### src/rtl/a_arb_pkg.sv
// Shared types and constants for the two-master serial bus arbiter.
package a_arb_pkg;

    typedef enum logic [2:0] {
        IDLE   = 3'd0,
        M1_BUS = 3'd1,
        M2_BUS = 3'd2,
        LOAN   = 3'd3,
        RETURN = 3'd4
    } arb_state_t;

    // Master indices into req/done/grant.
    localparam int M1 = 0;
    localparam int M2 = 1;

    localparam logic [1:0] GRANT_NONE = 2'b00;
    localparam logic [1:0] GRANT_M1   = 2'b01;
    localparam logic [1:0] GRANT_M2   = 2'b10;

    // Bus grant presented while the arbiter sits in a given state.
    function automatic logic [1:0] grant_of(input arb_state_t s);
        case (s)
            M1_BUS:         grant_of = GRANT_M1;
            M2_BUS, LOAN:   grant_of = GRANT_M2;
            default:        grant_of = GRANT_NONE;
        endcase
    endfunction

endpackage

### src/rtl/a_stall_timer.sv
// Saturating up-counter with a strict "count exceeds LIMIT" flag.
module a_stall_timer #(
    parameter int unsigned LIMIT = 1000,
    parameter int          W     = 32
) (
    input  logic clk,
    input  logic rstN,
    input  logic clr,
    input  logic en,
    output logic over
);

    localparam logic [W-1:0] CMAX = '1;
    localparam logic [W-1:0] LIM  = W'(LIMIT);

    logic [W-1:0] count;

    // Count enabled cycles; clear wins over enable; hold at all-ones instead of wrapping.
    always_ff @(posedge clk or negedge rstN) begin
        if (!rstN) begin
            count <= '0;
        end else if (clr) begin
            count <= '0;
        end else if (en && (count != CMAX)) begin
            count <= count + W'(1);
        end
    end

    assign over = (count > LIM);

endmodule

### src/rtl/a_bus_arbiter.sv
// Two-master bus arbiter: M1 has fixed priority, but a long slave stall
// while M1 owns the bus lends the bus to M2 for a bounded window.
module a_bus_arbiter
    import a_arb_pkg::*;
#(
    parameter int unsigned THRESH   = 1000,
    parameter int unsigned LOAN_MAX = 64,
    parameter int          TIMER_W  = 32
) (
    input  logic       clk,
    input  logic       rstN,
    input  logic [1:0] req,
    input  logic [1:0] done,
    input  logic       slave_ready,
    output logic [1:0] grant,
    output logic       hold,
    output logic       loan_active
);

    // The loan counter flags count == LOAN_MAX-1; a one-cycle loan needs no counter.
    localparam int unsigned LOAN_LIMIT = (LOAN_MAX >= 2) ? (LOAN_MAX - 2) : 0;

    arb_state_t state;
    arb_state_t nxt;

    logic stall_over;
    logic loan_over;
    logic loan_end;

    // Stall time only accrues while M1 owns the bus; any ready cycle or leaving
    // M1_BUS restarts it, so every loan needs a fresh stall.
    a_stall_timer #(
        .LIMIT (THRESH),
        .W     (TIMER_W)
    ) u_stall (
        .clk  (clk),
        .rstN (rstN),
        .clr  ((state != M1_BUS) || slave_ready),
        .en   ((state == M1_BUS) && !slave_ready),
        .over (stall_over)
    );

    // Loan length counter; starts from zero on every entry to LOAN.
    a_stall_timer #(
        .LIMIT (LOAN_LIMIT),
        .W     (TIMER_W)
    ) u_loan (
        .clk  (clk),
        .rstN (rstN),
        .clr  (state != LOAN),
        .en   (state == LOAN),
        .over (loan_over)
    );

    assign loan_end = (LOAN_MAX <= 1) ? 1'b1 : loan_over;

    // Next-state arbitration; M1 release beats a pending loan, done from a non-owner is ignored.
    always_comb begin
        nxt = state;
        case (state)
            IDLE: begin
                if (req[M1])      nxt = M1_BUS;
                else if (req[M2]) nxt = M2_BUS;
            end
            M1_BUS: begin
                if (done[M1] || !req[M1])       nxt = IDLE;
                else if (stall_over && req[M2]) nxt = LOAN;
            end
            LOAN: begin
                if (done[M2] || !req[M2] || loan_end) nxt = RETURN;
            end
            RETURN: begin
                nxt = req[M1] ? M1_BUS : IDLE;
            end
            M2_BUS: begin
                if (done[M2] || !req[M2]) nxt = IDLE;
            end
            default: nxt = IDLE;
        endcase
    end

    // State register with outputs registered alongside it, decoded from the next state.
    always_ff @(posedge clk or negedge rstN) begin
        if (!rstN) begin
            state       <= IDLE;
            grant       <= GRANT_NONE;
            hold        <= 1'b0;
            loan_active <= 1'b0;
        end else begin
            state       <= nxt;
            grant       <= grant_of(nxt);
            hold        <= (nxt == LOAN) || (nxt == RETURN);
            loan_active <= (nxt == LOAN);
        end
    end

endmodule

### config.mk
export PLATFORM = sky130hd
export DESIGN_NAME = a_bus_arbiter
export DESIGN_NICKNAME = d
export VERILOG_FILES = /design/src/rtl/a_arb_pkg.sv /design/src/rtl/a_stall_timer.sv /design/src/rtl/a_bus_arbiter.sv
export SDC_FILE = /design/constraint.sdc
export NUM_CORES = 1
export LEC_CHECK = 0
export ABC_AREA = 1
export CAP_MARGIN = 20
export CELL_PAD_IN_SITES_DETAIL_PLACEMENT = 0
export CELL_PAD_IN_SITES_GLOBAL_PLACEMENT = 2
export CORE_UTILIZATION = 32
export DETAILED_ROUTE_END_ITERATION = 8
export HOLD_SLACK_MARGIN = 0.05
export PLACE_DENSITY = 0.86
export SETUP_SLACK_MARGIN = 0.5
export SLEW_MARGIN = 0
export SYNTH_ARGS = -nofsm -noshare
export SYNTH_HDL_FRONTEND = slang
export SYNTH_HIERARCHICAL = 1
export SYNTH_SLANG_ARGS = --single-unit
### constraint.sdc
create_clock -name clk -period 1.6 [get_ports clk]
set_input_delay 0.24 -clock clk [delete_from_list [all_inputs] [get_ports clk]]
set_output_delay 0.24 -clock clk [all_outputs]
set_load 0.005 [all_outputs]
==> summary.md <==
| Metric | Value |
|---|---|
| Result of the run | `finished, violations left` |
| Violated checks | `setup timing` |
| Worst setup EP type | `flip-flop` |
| Leading area contributor after synthesis | `dfrtp_1` |
| Final net count | `954` |
| Crit Reg-Reg Startpoint | `state[2]$_DFF_PN0_` |
| Via count | `5,750` |
| Number of detailed-route iterations in the first pass | `6` |
| Primary FF master, synth | `dfrtp_1` |
| Clock Path Buffers | `2` |
| Area Growth Syn to Fin | `58.1%` |
| H-tree Lvls | `3` |
| Total routed wirelength | `17,900 µm` |
| Worst reg2reg setup slack | `-80 ps` |
| FF-to-FF End | `u_loan/count[9]$_DFFE_PN0P_` |
| Vias per std cell | `4.96` |
| Ys async rst share | `100%` |
| Pin count of the biggest net entering global routing | `40` |
| Root Driver | `clkbuf_16` |
| IO Port Bufs | `10` |
| CTS Sinks | `71` |
| Mapped Area | `5000 µm²` |
| Worst setup SP type | `flip-flop` |
| Post-synthesis cell count | `774` |
| CTS tree | `yes` |
| PwrDens | `836 nW/µm²` |
| Placed cell areas | `6300 µm²` |
| Leak | `3.80 nW` |
| Post-DP HPWL | `11,700 µm` |
| Ranking of synthesized cells by area | `dfrtp_1 (36%), nand2_1 (21%), nor2_1 (8.4%)` |
| Worst Path Arrival | `1920 ps` |
| Post-synthesis cell type count | `36` |
| Crit share post-route | `105%` |
| Gr usage total | `21.8%` |
| Number of max-cap violations | `0` |
| Die ar. | `16,100 µm²` |
| First-pass GRT wire length | `27,400 µm` |
| Synthesized flop and latch total | `71` |
| Syn Nets | `785` |
| Die span in y | `127 µm` |
| Post-synth EDFFs | `0` |
| Num ports | `11` |
| Final setup viols | `47` |
| Maximum vdd ir drop | `0.494 mV` |
| Setup TNS | `-1820 ps` |
| Initial Util | `32.8%` |
| # rows | `45` |
| GPL Wtd Cong | `0.832` |
| WL/cell | `15.5 µm` |
| Register area share after synthesis | `35.5%` |
| Cells on worst reg2reg path | `11` |
| Final worst setup slack | `-78.0 ps` |
| WS Path Type | `flip-flop to flip-flop` |
| Warnings from Yosys | `6` |
| Share of the synthesized area in the top cell type | `35.5%` |
| Slew @ Worst Pin | `417 ps` |
| First-iteration detailed-routing DRC count | `460` |
| Total gr overflow | `0` |
| Max_slew headroom | `72.2%` |
| Cts bufs inserted | `9` |
| Top-count cell post-synth | `nand2_1` |
| Remaining DRCs | `0` |
| Worst Hold Class | `input pin to asynchronous set/reset pin` |
| Final instance area | `7910 µm²` |
| Clock skew | `5.37 ps` |
| Mapped Avg Cell Area | `6.47 µm²` |
| Antenna Cells | `0` |
| Initial antenna violation count | `0` |
| Die span in x | `127 µm` |
| Final hold vios | `0` |
| Min cycle time layout | `1680 ps` |
| Core area | `15,300 µm²` |
| Required @ worst endpoint | `1840 ps` |
| Fraction of layout cells with a size suffix above 1 | `38.7%` |
| Most common library cells after synthesis | `nand2_1 (282), nor2_1 (112), inv_1 (80)` |
| Antenna-violating nets left | `0` |
| Worst-path maximum fanout | `6` |
| Clock-pin slew on the worst setup and hold paths | `60 ps` |
| Clk Latency, worst-skew pair | `350 ps` |
| Vias in the first global route | `5,460` |
| Fmax | `596 MHz` |
| RSZ-0062 raised after global routing | `yes` |
| Slew Viols, Final | `0` |
cell usage in the layout, fill, tap and decap left out, types with 7 or more instances in the layout:
cell,n
a21oi_1,16
buf_12,11
buf_4,127
buf_6,15
clkbuf_16,12
dfrtp_1,64
dfrtp_2,7
inv_1,65
inv_2,15
nand2_1,219
nand2_2,45
nand2_4,26
nand3_1,44
nand3_2,15
nand4_1,30
nor2_1,96
nor2_2,17
nor2_4,16
o21ai_0,11
o21ai_1,9
o21ai_2,13
final cells by class:
class                   instances  area (µm²)
repair buffers                168        1540
clock inverters                 6         155
fillers                      1445        7350
flip-flops and latches         71        1790
multi-input cells             603        3480
repair inverters                5        81.3
inverters                      85         363
well taps                     211         264
clock buffers                  10         239
cell families after synthesis:
kind of cell / count (synthesis) / synth area share, %
fa+ha+maj: 4 / 1.00
simple gates: 535 / 47.2
flops: 71 / 35.5
xor+xnor: 8 / 1.40
buf+inv: 101 / 8.90
compound gates: 55 / 5.95
worst max-delay path: stages, from the launching register on:
cell,delay (ps)
dfrtp_1,390
inv_2,80
nand2_4,60
buf_6,120
nor2_4,180
buf_6,150
nand2_8,60
nand2_8,100
buf_12,190
clkinv_8,110
nand2_2,60
nand2_1,40
power breakdown:
| part | switching, mW | internal, mW |
|---|---|---|
| combinational | 1.16 | 0.839 |
| sequential | 0.0374 | 1.85 |
| clock | 0.849 | 1.88 |
| total | 2.05 | 4.57 |
worst max-delay path by stage:
stage / start / cells after the start / slack (ps) / end
6_report: state[2]$_DFF_PN0_ / 11 / -80 / u_loan/count[9]$_DFFE_PN0P_
5_1_grt: u_loan/count[20]$_DFFE_PN0P_ / 11 / -140 / u_loan/count[2]$_DFFE_PN0P_
4_1_cts: u_stall/count[1]$_DFFE_PN0P_ / 11 / -60 / u_stall/count[15]$_DFFE_PN0P_
3_5_place_dp: u_loan/count[0]$_DFFE_PN0P_ / 9 / -130 / grant[0]$_DFF_PN0_
3_3_place_gp: u_loan/count[0]$_DFFE_PN0P_ / 9 / -120 / grant[0]$_DFF_PN0_
2_1_floorplan: u_loan/count[1]$_DFFE_PN0P_ / 11 / 10 / u_loan/count[10]$_DFFE_PN0P_
layer usage:
layer,GRT usage (%),vias up,share of wire (%)
met5,0,-,0
met4,7.14,0,1.7
met3,3.39,25,5.4
met2,35.3,166,46
met1,29.9,2755,46
li1,-,2804,-
repair_timing:
item | CTS | global route
hold buffers | 1 | 0
endpoints found under the setup margin | 75 | 72
hold endpoints to repair | 24 | 0
cloned | 4 | 8
setup buffers | 21 | 15
pin swaps | 33 | 33
gates resized for setup | 99 | 130
per-stage QoR:
| stage | hold WS, ps | utilization, % | worst slack [ps] | power (mW) | std cells |
|---|---|---|---|---|---|
| 2_1_floorplan | -55.6 | - | 14.6 | 2.59 | 774 |
| 3_3_place_gp | 196 | 41.3 | -117 | 3.13 | 1094 |
| 3_5_place_dp | 208 | 41.3 | -126 | 3.17 | 1094 |
| 4_1_cts | 389 | 47.1 | -60.1 | 6.12 | 1136 |
| 5_1_grt | 407 | 51.8 | -144 | 6.82 | 1159 |
| 6_report | 367 | 51.8 | -78.0 | 6.62 | 1159 |
state kept, by name (all words and copies together), names as in the netlist:
name / cells
grant: 2
hold: 1
loan_active: 1
state: 3
u_loan/count: 32
u_stall/count: 32
Note: power is estimated with default switching activity, not from simulation.
